`src/rtl/cpu_mem_pkg.sv`:
```
// Shared encodings for the MEM stage: memory op codes, data-memory width codes
// and slot FSM states.
package cpu_mem_pkg;

    typedef enum logic [3:0] {
        OP_NONE = 4'd0,
        OP_LW   = 4'd1,
        OP_LH   = 4'd2,
        OP_LHU  = 4'd3,
        OP_LB   = 4'd4,
        OP_LBU  = 4'd5,
        OP_SW   = 4'd6,
        OP_SH   = 4'd7,
        OP_SB   = 4'd8
    } mem_op_e;

    localparam logic [1:0] WBH_NONE = 2'b00;
    localparam logic [1:0] WBH_WORD = 2'b01;
    localparam logic [1:0] WBH_HALF = 2'b10;
    localparam logic [1:0] WBH_BYTE = 2'b11;

    typedef enum logic [1:0] {
        ST_EMPTY  = 2'd0,
        ST_ACCESS = 2'd1,
        ST_HOLD   = 2'd2
    } slot_state_e;

    typedef struct packed {
        mem_op_e     op;
        logic [31:0] addr;
        logic [31:0] wdata;
        logic        regwrite;
    } slot_t;

endpackage

```
`src/rtl/mem_access_stage_if.sv`:
```
// EX-side, data-memory and WB-side signals of the MEM stage. The stage uses the
// slave view; the surrounding pipeline/memory uses the master view.
interface mem_access_stage_if #(
    parameter int AW = 13,
    parameter int RW = 5
) ();
    logic          ex_valid;
    logic          ex_ready;
    logic [3:0]    ex_op;
    logic [31:0]   ex_addr;
    logic [31:0]   ex_wdata;
    logic [RW-1:0] ex_rd;
    logic          ex_regwrite;

    logic          dm_wena;
    logic [1:0]    dm_wbh;
    logic          dm_wbh_fh;
    logic [AW-1:0] dm_addr;
    logic [31:0]   dm_wdata;
    logic [31:0]   dm_rdata;

    logic          wb_valid;
    logic          wb_ready;
    logic [RW-1:0] wb_rd;
    logic          wb_regwrite;
    logic [31:0]   wb_data;
    logic          wb_exc;

    modport slave (
        input  ex_valid, ex_op, ex_addr, ex_wdata, ex_rd, ex_regwrite,
        output ex_ready,
        output dm_wena, dm_wbh, dm_wbh_fh, dm_addr, dm_wdata,
        input  dm_rdata,
        output wb_valid, wb_rd, wb_regwrite, wb_data, wb_exc,
        input  wb_ready
    );

    modport master (
        output ex_valid, ex_op, ex_addr, ex_wdata, ex_rd, ex_regwrite,
        input  ex_ready,
        input  dm_wena, dm_wbh, dm_wbh_fh, dm_addr, dm_wdata,
        output dm_rdata,
        input  wb_valid, wb_rd, wb_regwrite, wb_data, wb_exc,
        output wb_ready
    );
endinterface

```
`src/rtl/mem_op_decode.sv`:
```
// Combinational decode of a memory op into data-memory width/extension controls
// and the alignment check used by the trap option.
module mem_op_decode
    import cpu_mem_pkg::*;
(
    input  mem_op_e    op_i,
    input  logic [1:0] addr_lo_i,
    output logic [1:0] wbh_o,
    output logic       wbh_fh_o,
    output logic       is_load_o,
    output logic       is_store_o,
    output logic       misaligned_o
);

    always_comb begin
        wbh_o      = WBH_NONE;
        wbh_fh_o   = 1'b0;
        is_load_o  = 1'b0;
        is_store_o = 1'b0;
        case (op_i)
            OP_LW:   begin wbh_o = WBH_WORD; is_load_o = 1'b1; end
            OP_LH:   begin wbh_o = WBH_HALF; is_load_o = 1'b1; wbh_fh_o = 1'b1; end
            OP_LHU:  begin wbh_o = WBH_HALF; is_load_o = 1'b1; end
            OP_LB:   begin wbh_o = WBH_BYTE; is_load_o = 1'b1; wbh_fh_o = 1'b1; end
            OP_LBU:  begin wbh_o = WBH_BYTE; is_load_o = 1'b1; end
            OP_SW:   begin wbh_o = WBH_WORD; is_store_o = 1'b1; end
            OP_SH:   begin wbh_o = WBH_HALF; is_store_o = 1'b1; end
            OP_SB:   begin wbh_o = WBH_BYTE; is_store_o = 1'b1; end
            default: ;
        endcase
    end

    assign misaligned_o = ((wbh_o == WBH_WORD) && (addr_lo_i != 2'b00)) ||
                          ((wbh_o == WBH_HALF) && addr_lo_i[0]);

endmodule

```
`src/rtl/mem_access_stage.sv`:
```
// MEM pipeline stage: one-deep slot that drives the data memory for a single
// cycle, then a WB result register. MISALIGN_TRAP_EN turns misaligned accesses into traps.
module mem_access_stage
    import cpu_mem_pkg::*;
#(
    parameter int AW = 13,
    parameter int RW = 5
) (
    input  logic             clk,
    input  logic             rst_n,
    mem_access_stage_if.slave bus
);

    slot_state_e   state_q, state_d;
    slot_t         slot_q, slot_d;
    logic [RW-1:0] rd_q, rd_d;

    logic          wb_valid_q, wb_valid_d;
    logic [RW-1:0] wb_rd_q, wb_rd_d;
    logic          wb_regwrite_q, wb_regwrite_d;
    logic [31:0]   wb_data_q, wb_data_d;
    logic          wb_exc_q, wb_exc_d;

    logic [1:0]    wbh;
    logic          wbh_fh, is_load, is_store, misaligned, exc;
    logic          occupied, adv, ready, accept;
    logic [AW-1:0] addr_out;

    mem_op_decode u_dec (
        .op_i        (slot_q.op),
        .addr_lo_i   (slot_q.addr[1:0]),
        .wbh_o       (wbh),
        .wbh_fh_o    (wbh_fh),
        .is_load_o   (is_load),
        .is_store_o  (is_store),
        .misaligned_o(misaligned)
    );

`ifdef MISALIGN_TRAP_EN
    assign exc      = misaligned;
    assign addr_out = slot_q.addr[AW-1:0];
`else
    logic unused_misaligned;
    assign unused_misaligned = misaligned;
    assign exc = 1'b0;
    // Without the trap, misaligned addresses silently snap to natural alignment.
    always_comb begin
        addr_out = slot_q.addr[AW-1:0];
        if (wbh == WBH_WORD)      addr_out[1:0] = 2'b00;
        else if (wbh == WBH_HALF) addr_out[0]   = 1'b0;
    end
`endif

    assign occupied = (state_q != ST_EMPTY);
    assign adv      = !wb_valid_q || bus.wb_ready;
    assign ready    = !occupied || adv;
    assign accept   = bus.ex_valid && ready;

    always_comb begin
        state_d       = state_q;
        slot_d        = slot_q;
        rd_d          = rd_q;
        wb_valid_d    = wb_valid_q;
        wb_rd_d       = wb_rd_q;
        wb_regwrite_d = wb_regwrite_q;
        wb_data_d     = wb_data_q;
        wb_exc_d      = wb_exc_q;

        case (state_q)
            ST_EMPTY:            if (bus.ex_valid) state_d = ST_ACCESS;
            ST_ACCESS, ST_HOLD:  state_d = !adv ? ST_HOLD :
                                           (bus.ex_valid ? ST_ACCESS : ST_EMPTY);
            default:             state_d = ST_EMPTY;
        endcase

        if (accept) begin
            slot_d = '{op: mem_op_e'(bus.ex_op), addr: bus.ex_addr,
                       wdata: bus.ex_wdata, regwrite: bus.ex_regwrite};
            rd_d   = bus.ex_rd;
        end

        // The WB register moves whenever it is free or being drained; it only
        // captures a new result when the slot actually holds an instruction.
        if (adv) begin
            wb_valid_d = occupied;
            if (occupied) begin
                wb_rd_d       = rd_q;
                wb_regwrite_d = slot_q.regwrite && !is_store && !exc;
                wb_data_d     = (is_load && !exc) ? bus.dm_rdata : slot_q.addr;
                wb_exc_d      = exc;
            end
        end
    end

    always_ff @(posedge clk or negedge rst_n) begin
        if (!rst_n) begin
            state_q       <= ST_EMPTY;
            slot_q        <= '0;
            rd_q          <= '0;
            wb_valid_q    <= 1'b0;
            wb_rd_q       <= '0;
            wb_regwrite_q <= 1'b0;
            wb_data_q     <= '0;
            wb_exc_q      <= 1'b0;
        end else begin
            state_q       <= state_d;
            slot_q        <= slot_d;
            rd_q          <= rd_d;
            wb_valid_q    <= wb_valid_d;
            wb_rd_q       <= wb_rd_d;
            wb_regwrite_q <= wb_regwrite_d;
            wb_data_q     <= wb_data_d;
            wb_exc_q      <= wb_exc_d;
        end
    end

    // Write enable is gated by rst_n so an in-flight store dies the instant reset asserts.
    assign bus.dm_wena     = rst_n && (state_q == ST_ACCESS) && is_store && !exc;
    assign bus.dm_wbh      = occupied ? wbh : WBH_NONE;
    assign bus.dm_wbh_fh   = occupied && wbh_fh;
    assign bus.dm_addr     = addr_out;
    assign bus.dm_wdata    = slot_q.wdata;
    assign bus.ex_ready    = ready;
    assign bus.wb_valid    = wb_valid_q;
    assign bus.wb_rd       = wb_rd_q;
    assign bus.wb_regwrite = wb_regwrite_q;
    assign bus.wb_data     = wb_data_q;
    assign bus.wb_exc      = wb_exc_q;

endmodule

```
`src/flat_wrapper.sv`:
```
// flat-port wrapper written by rule: the top's interface ports become plain ports
module mem_access_stage_flat import cpu_mem_pkg::*;
#(
    parameter int AW = 13,
    parameter int RW = 5
)
  (clk, rst_n, bus_ex_valid, bus_ex_op, bus_ex_addr, bus_ex_wdata, bus_ex_rd, bus_ex_regwrite, bus_ex_ready, bus_dm_wena, bus_dm_wbh, bus_dm_wbh_fh, bus_dm_addr, bus_dm_wdata, bus_dm_rdata, bus_wb_valid, bus_wb_rd, bus_wb_regwrite, bus_wb_data, bus_wb_exc, bus_wb_ready);
  mem_access_stage_if #(.AW(AW), .RW(RW)) bus_i ();
  input  logic clk;
  input  logic rst_n;
  input wire logic [$bits(bus_i.ex_valid)-1:0] bus_ex_valid;
  input wire logic [$bits(bus_i.ex_op)-1:0] bus_ex_op;
  input wire logic [$bits(bus_i.ex_addr)-1:0] bus_ex_addr;
  input wire logic [$bits(bus_i.ex_wdata)-1:0] bus_ex_wdata;
  input wire logic [$bits(bus_i.ex_rd)-1:0] bus_ex_rd;
  input wire logic [$bits(bus_i.ex_regwrite)-1:0] bus_ex_regwrite;
  output wire logic [$bits(bus_i.ex_ready)-1:0] bus_ex_ready;
  output wire logic [$bits(bus_i.dm_wena)-1:0] bus_dm_wena;
  output wire logic [$bits(bus_i.dm_wbh)-1:0] bus_dm_wbh;
  output wire logic [$bits(bus_i.dm_wbh_fh)-1:0] bus_dm_wbh_fh;
  output wire logic [$bits(bus_i.dm_addr)-1:0] bus_dm_addr;
  output wire logic [$bits(bus_i.dm_wdata)-1:0] bus_dm_wdata;
  input wire logic [$bits(bus_i.dm_rdata)-1:0] bus_dm_rdata;
  output wire logic [$bits(bus_i.wb_valid)-1:0] bus_wb_valid;
  output wire logic [$bits(bus_i.wb_rd)-1:0] bus_wb_rd;
  output wire logic [$bits(bus_i.wb_regwrite)-1:0] bus_wb_regwrite;
  output wire logic [$bits(bus_i.wb_data)-1:0] bus_wb_data;
  output wire logic [$bits(bus_i.wb_exc)-1:0] bus_wb_exc;
  input wire logic [$bits(bus_i.wb_ready)-1:0] bus_wb_ready;
  assign bus_i.ex_valid = bus_ex_valid;
  assign bus_i.ex_op = bus_ex_op;
  assign bus_i.ex_addr = bus_ex_addr;
  assign bus_i.ex_wdata = bus_ex_wdata;
  assign bus_i.ex_rd = bus_ex_rd;
  assign bus_i.ex_regwrite = bus_ex_regwrite;
  assign bus_ex_ready = bus_i.ex_ready;
  assign bus_dm_wena = bus_i.dm_wena;
  assign bus_dm_wbh = bus_i.dm_wbh;
  assign bus_dm_wbh_fh = bus_i.dm_wbh_fh;
  assign bus_dm_addr = bus_i.dm_addr;
  assign bus_dm_wdata = bus_i.dm_wdata;
  assign bus_i.dm_rdata = bus_dm_rdata;
  assign bus_wb_valid = bus_i.wb_valid;
  assign bus_wb_rd = bus_i.wb_rd;
  assign bus_wb_regwrite = bus_i.wb_regwrite;
  assign bus_wb_data = bus_i.wb_data;
  assign bus_wb_exc = bus_i.wb_exc;
  assign bus_i.wb_ready = bus_wb_ready;
  mem_access_stage #(.AW(AW), .RW(RW)) u_core (.clk(clk), .rst_n(rst_n), .bus(bus_i));
endmodule
```
`config.mk`:
```
export PLATFORM = sky130hd
export DESIGN_NAME = mem_access_stage_flat
export DESIGN_NICKNAME = d
export VERILOG_FILES = /design/src/rtl/cpu_mem_pkg.sv /design/src/rtl/mem_access_stage_if.sv /design/src/rtl/mem_op_decode.sv /design/src/rtl/mem_access_stage.sv /design/src/flat_wrapper.sv
export SDC_FILE = /design/constraint.sdc
export NUM_CORES = 1
export LEC_CHECK = 0
export CORE_ASPECT_RATIO = 2
export CORE_MARGIN = 5
export CORE_UTILIZATION = 45
export DETAILED_ROUTE_END_ITERATION = 10
export GPL_TIMING_DRIVEN = 0
export HOLD_SLACK_MARGIN = 0.02
export PLACE_DENSITY_LB_ADDON = 0.2
export SLEW_MARGIN = 10
export SYNTH_ARGS = -nofsm -noshare
export SYNTH_HDL_FRONTEND = slang
export SYNTH_SLANG_ARGS = --single-unit
```
`constraint.sdc`:
```
create_clock -name clk -period 2.1 [get_ports clk]
set_clock_uncertainty 0.05 [all_clocks]
set_input_delay 0.21 -clock clk [delete_from_list [all_inputs] [get_ports clk]]
set_output_delay 0.21 -clock clk [all_outputs]
set_load 0.03 [all_outputs]
```
==> flow_summary.yaml <==
grt:
  grt_pass1_vias: 4808
  grt_pass1_wl_mm: 24.90
  grt_max_degree: 80
  grt_usage: 0.2234
  antenna_found_initial: 0
  gr-total-overflow: 0
setup_path:
  crit_top_cell: "buf_6"
  cp_cell_sequence: "buf_6 -> and3b_2 -> or3_4 -> a21oi_4 -> buf_6"
  worst_setup_path_start_kind: "flip-flop"
  path_max_fanout: 8
  worstSetupEndpointType: "primary output"
  path_buf_inv: 2
  cp.required_ns: 1.84
  cp_top_family: "simple AND/OR/NAND/NOR gates"
  cp_slowest_cell: "dfrtp_1"
  crit_type: "flip-flop to primary output"
  cp.arrival_ns: 1.87
  max_stage_delay_ns: 0.41
pwr:
  ir_drop_mv: 1.057
  power_density_mw_per_mm2: 1577
  power_mw: 13.32
  clkPwrFrac: 0.213
  seqPwrFrac: 0.269
  switching_share: 0.3889
  leakage_nw: 3.454
  p_switching_mw: 5.181
  intPower_mw: 8.140
  combPwrFrac: 0.518
logic_synthesis:
  synthDistinctLibCells: 40
  syn-mean-instance-area_um2: 13.18
  netlist_instances: 418
  yosys_register_bits: 115
  synth_ff_type: "dfrtp_1"
  yosysWarnings: 0
  synth-edff-count: 0
  syn_nets: 531
  ys_seq_area_frac: 0.5224
  async_reset_ff_frac: 1.000
  synth.cell_area_mm2: 0.005509
timing:
  worstMarginPinSlew_ns: 0.7416
  period_share: 1.013
  final-setup-viol-count: 1
  relSlewSlack: 0.5056
  slew_viol_final: 0
  worst_slack_ns: -0.02765
  fmax_mhz: 470.0
  rsz0062_at_grt: "yes"
  final-hold-violation-count: 0
  layout_min_cycle_time_ns: 2.128
  setup_tns_ns: -0.02765
floorplanning:
  die_area_mm2: 0.01469
  ioPinCount: 200
  fp.dieH_um: 166.5
  core_region_area_mm2: 0.01205
  start_util: 0.4571
  die_w_um: 88.24
  rows: 57
cts:
  clockBufferDepth: 2
  root_buffer: "clkbuf_16"
  cts_inserted_buffers: 17
  cts.sinks: 115
  ctsHtreeMaxLevel: 4
  cts_tree: "yes"
  clock_latency_ns: 0.41
  clkTransAtPathRegs_ns: 0.06
finish:
  nets: 758
  drive_gt1_frac: 0.3404
  area_growth_syn_to_layout_pct: 53.35
  fillers: 868
  diodes: 0
  fin_util: 0.7009
place:
  place.gp.congestion: 0.7512
  io_buffers: 198
  place_hpwl_mm: 11.81
  pre_cts_ws_ns: -0.2785
flow_run:
  maxCapViolations: 0
min_path:
  hold_path.class: "input port to asynchronous set/reset pin"
run_status:
  status: "complete, but fails checks"
  violations: "negative setup slack"
detailed_routing:
  antenna_left: 0
  wire_per_inst_um: 19.83
  drc_errors: 0
  firstDrtPassIters: 4
  via_count: 4254
  vias_per_cell: 5.284
  finalWirelength_mm: 15.96
  first_iter_violations: 108
[registers in the layout, summed over array words and instances (netlist names)]
signal and cells:
u_core.state_q 2, u_core.bus.wb_data 32, u_core.rd_q 5, u_core.bus.dm_wdata 32, u_core.bus.wb_rd 5, u_core.slot_q 26, u_core.bus.dm_addr 11, u_core.bus.wb_regwrite 1
u_core.bus.wb_valid 1
[worst paths after layout]
path	slack (ns)	endpoint	depth (start not counted)	from
worst max register to register	0.08	u_core.bus.dm_wdata[31]$_DFFE_PN0P_	7	u_core.state_q[1]$_DFFE_PN0P_
max in group asynchronous	1.34	u_core.slot_q[33]$_DFFE_PN0P_	3	rst_n
min in group clk	0.34	u_core.rd_q[0]$_DFFE_PN0P_	2	bus_ex_rd[0]
worst min-delay path	0.26	u_core.bus.dm_addr[8]$_DFFE_PN0P_	3	rst_n
worst max-delay path	-0.03	bus_dm_wbh[1]	5	u_core.slot_q[66]$_DFFE_PN0P_
worst min register to register	0.44	u_core.rd_q[0]$_DFFE_PN0P_	1	u_core.rd_q[0]$_DFFE_PN0P_
[worst min-delay path: cells and delay by family]
family                 cells  cell delay, ns
buffers and inverters      3            0.87
[power groups by stage]
stage / registers (mW) / logic (mW) / clock network [mW]
2_1_floorplan: 4.22 / 3.61 / 0
4_1_cts: 3.57 / 6.85 / 2.88
3_5_place_dp: 3.60 / 6.69 / 0
5_1_grt: 3.68 / 7.30 / 2.99
3_3_place_gp: 3.55 / 6.56 / 0
6_report: 3.58 / 6.90 / 2.84
[stage by stage]
step	std cells	hold slack [ns]	area (µm²)
after floorplan	418	-0.1356	5515
after global placement	763	0.4190	7681
after detailed placement	764	0.08476	7710
after CTS	799	0.2714	8377
after global routing	805	0.2741	8448
final	805	0.2611	8448
[layout make-up]
type / count / area (µm²) / area share
sequential: 115 / 2878 / 0.3406
clock inverter: 13 / 135.1 / 0.01600
clock buffer: 19 / 442.9 / 0.05243
tap: 147 / 183.9 / 0.02177
multi-input combinational: 217 / 2126 / 0.2516
inverter: 5 / 18.77 / 0.002222
buffer: 81 / 574.3 / 0.06798
timing repair buffer: 208 / 2090 / 0.2473
[cell families (layout without fill, tap and decap cells)]
group                      count (synthesis)  in the layout  synth area share
buffers and inverters                     86            326            0.1004
and+or+nand+nor                           24             24           0.02544
AOI/OAI and AO/OA                        109            109            0.1812
adders and majority gates                  3              3          0.006814
other                                      1              1         0.0006807
xor gates and xnor gates                   1              1          0.001590
muxes                                     79             79            0.1615
DFF                                      115            115            0.5224
[layout by cell type (no fill, tap or decap), types with 12 or more instances in the layout]
cell and count:
clkdlybuf4s50_1 190, dfrtp_1 115, mux2_2 67, buf_4 56, o21ai_0 34, a2bb2oi_1 32, a311oi_2 30, clkbuf_16 17
buf_2 13, mux2_1 12
[cells in the mapped netlist, types with 2 or more instances]
cell / instances / area [µm²]
o21ai_0: 34 / 170.2
buf_4: 45 / 337.8
inv_1: 5 / 18.77
or3_1: 2 / 12.51
clkbuf_1: 9 / 33.78
buf_2: 19 / 95.09
a311oi_1: 2 / 17.52
ha_1: 3 / 37.54
mux2_1: 12 / 135.1
nand2_1: 3 / 11.26
a2bb2oi_1: 32 / 280.3
a311oi_2: 30 / 450.4
mux2_2: 67 / 754.5
a21oi_1: 2 / 10.01
nor3_1: 2 / 10.01
nor2b_1: 2 / 12.51
nor2_1: 3 / 11.26
buf_6: 5 / 56.30
nand4b_1: 2 / 17.52
buf_1: 3 / 11.26
dfrtp_1: 115 / 2878
nand2b_1: 3 / 18.77
[per-layer routing]
layer | part of all wire | GRT usage | vias to the layer above
li1 | - | - | 1953
met1 | 0.34 | 0.2226 | 2094
met2 | 0.56 | 0.4066 | 165
met3 | 0.066 | 0.05932 | 42
met4 | 0.041 | 0.1145 | 0
met5 | 0 | 0 | -
[repair_timing]
item / in CTS / in global routing
setup endpoints to repair: 67 / 57
resized for setup: 49 / 10
endpoints found under the hold margin: 37 / 0
pin swaps: 1 / 1
setup buffers: 1 / 6
hold buffers: 2 / 0
Power figures use the tool's default switching activity.
==> patch, RTL diff (same flow settings) <==
Add a define of `MISALIGN_TRAP_EN`.
--- a/src/rtl/mem_access_stage.sv
+++ b/src/rtl/mem_access_stage.sv
@@ -1,5 +1,7 @@
 // MEM pipeline stage: one-deep slot that drives the data memory for a single
 // cycle, then a WB result register. MISALIGN_TRAP_EN turns misaligned accesses into traps.
+`define MISALIGN_TRAP_EN
+
 module mem_access_stage
     import cpu_mem_pkg::*;
 #(
Function: changed (Yosys sat finds a counterexample within 4 cycles, from zero or initial values and one cycle with rst_n low).
==> patch against the unedited design <==
- the run ends with negative hold slack, negative setup slack left
- area after synthesis decreased by 4.7%
- synthesized cell count decreased by 0.48%
- worst setup slack improved by 0.0042 ns
- final area decreased by 3.7%
- highest routed layer unchanged
- clock power increased by 6%
- total power decreased by 6.3%
- global-route usage decreased by 1.4 points
- die area decreased by 4.3%
- routed wire length decreased by 10%
- sequential cell count increased by 1
==> patch: results (changes against the unedited design) <==
[place]
hpwl_mm=10.9  ; -7.7%
portBuffers=199  ; +0.51%
place_area_um2=7450  ; -3.4%
dp.cells=758  ; -0.79%
preCtsSetupSlack_ns=-0.260  ; +0.0188 ns
gp_congestion=0.860  ; +14%

[worst_setup_path]
crit_fanout=7  ; -1
crit_slowest_cell=dfrtp_2
cp_slowest_stage_delay_ns=0.45  ; +0.04 ns
worst-r2r-cell-count=8  ; +1
crit_start=u_core.slot_q[68]
reg2reg_from=u_core.state_q[0]
rrSetupSlack_ns=0.11  ; +0.03 ns

[global_route]
use_met3_pct=6.94  ; +1.0 points
grtUsageTotal_pct=20.9  ; -1.4 points
grt_first_pass_wirelength_mm=22.3  ; -10%
grt_use_met1_pct=19.9  ; -2.4 points
first_global_vias=4346  ; -9.6%
grt_max_degree=64  ; -20%
met2_usage_pct=39.1  ; -1.6 points

[yosys]
yosysSeqAreaShare_pct=55.3  ; +3.1 points
synthTopCellsByCount=dfrtp_1 (116), mux2_1 (54), buf_4 (46)
avgSynthCellArea_um2=12.6  ; -4.3%
yosys-top-cells-area=dfrtp_1 (55%), mux2_1 (12%), buf_4 (6.6%)
yosys_warnings=0  ; unchanged
synth_nets=529  ; -0.38%

[cells_and_area]
final_nets=752  ; -0.79%
drive_above_1_share_pct=21.2  ; -13 points
instances_no_fill=793  ; -1.5%

[timing]
hold_viol=62  ; +62
setup_viol_count_final=1  ; unchanged
holdWs_ns=-0.269  ; -0.530 ns
setup_slack_ns=-0.0234  ; +0.00420 ns

[status]
violations=negative hold slack, negative setup slack
status=finished, violations left

[clock_network]
cts_setup_buffers=0  ; -1
clockRootBuffer=clkbuf_16
cts_resized=39  ; -20%

[pwr]
ir_drop_mv=1.11  ; +5.1%

[route]
via_per_inst=4.88  ; -7.7%
wl_per_cell_um=18.1  ; -8.8%
drtIter0Drc=105  ; -2.8%
wl_met2_mm=8.27  ; -6.8%
drt-met1-wl_mm=4.62  ; -14%

## patch: cell count changes after synthesis, moves of 3 or more
| cell | unedited run | this run |
|---|---|---|
| a311oi_2 | 30 | 0 |
| o21ai_0 | 34 | 0 |
| mux2_2 | 67 | 20 |
| mux2_1 | 12 | 54 |
| nand2_1 | 3 | 20 |
| clkbuf_1 | 9 | 6 |
| buf_12 | 0 | 3 |
| a2bb2oi_1 | 32 | 1 |
| buf_2 | 19 | 7 |
| mux2i_1 | 0 | 33 |
| a21oi_1 | 2 | 32 |
| nor2_1 | 3 | 37 |
## patch: layout make-up
| cell class | count | area (um2) |
|---|---|---|
| Inverter | 4 | 17.5 |
| Multi-Input combinational cell | 227 | 1830 |
| Tap cell | 142 | 178 |
| Sequential cell | 116 | 2910 |
| Clock buffer | 21 | 460 |
| Timing Repair Buffer | 206 | 2050 |
| Clock inverter | 10 | 155 |
| Buffer | 67 | 541 |
| Fill cell | 833 | 3220 |
## patch: worst max-delay path, delay by kind of cell, from the launching register on
kind | cells | cell delay [ns]
simple gates | 2 | 0.65
buf+inv | 2 | 0.22
flops | 1 | 0.45
compound gates | 1 | 0.14
## patch: kinds of logic after synthesis
| logic type | share of synthesized area (%) |
|---|---|
| flip-flops | 55.3 |
| AND/OR/NAND/NOR | 5.94 |
| multiplexers | 22.2 |
| buffers and inverters | 10.5 |
| AO/OA/AOI/OAI | 5.22 |
| adder cells (fa/ha/maj) | 0.715 |
| XOR/XNOR | 0.167 |
## patch: power by group through the flow
stage          sequential (W)  clock (W)  combinational, W
2_1_floorplan         0.00422          0           0.00294
3_3_place_gp          0.00353          0           0.00573
3_5_place_dp          0.00358          0           0.00588
4_1_cts               0.00358    0.00306           0.00593
5_1_grt               0.00368    0.00316           0.00632
6_report              0.00357    0.00300           0.00591
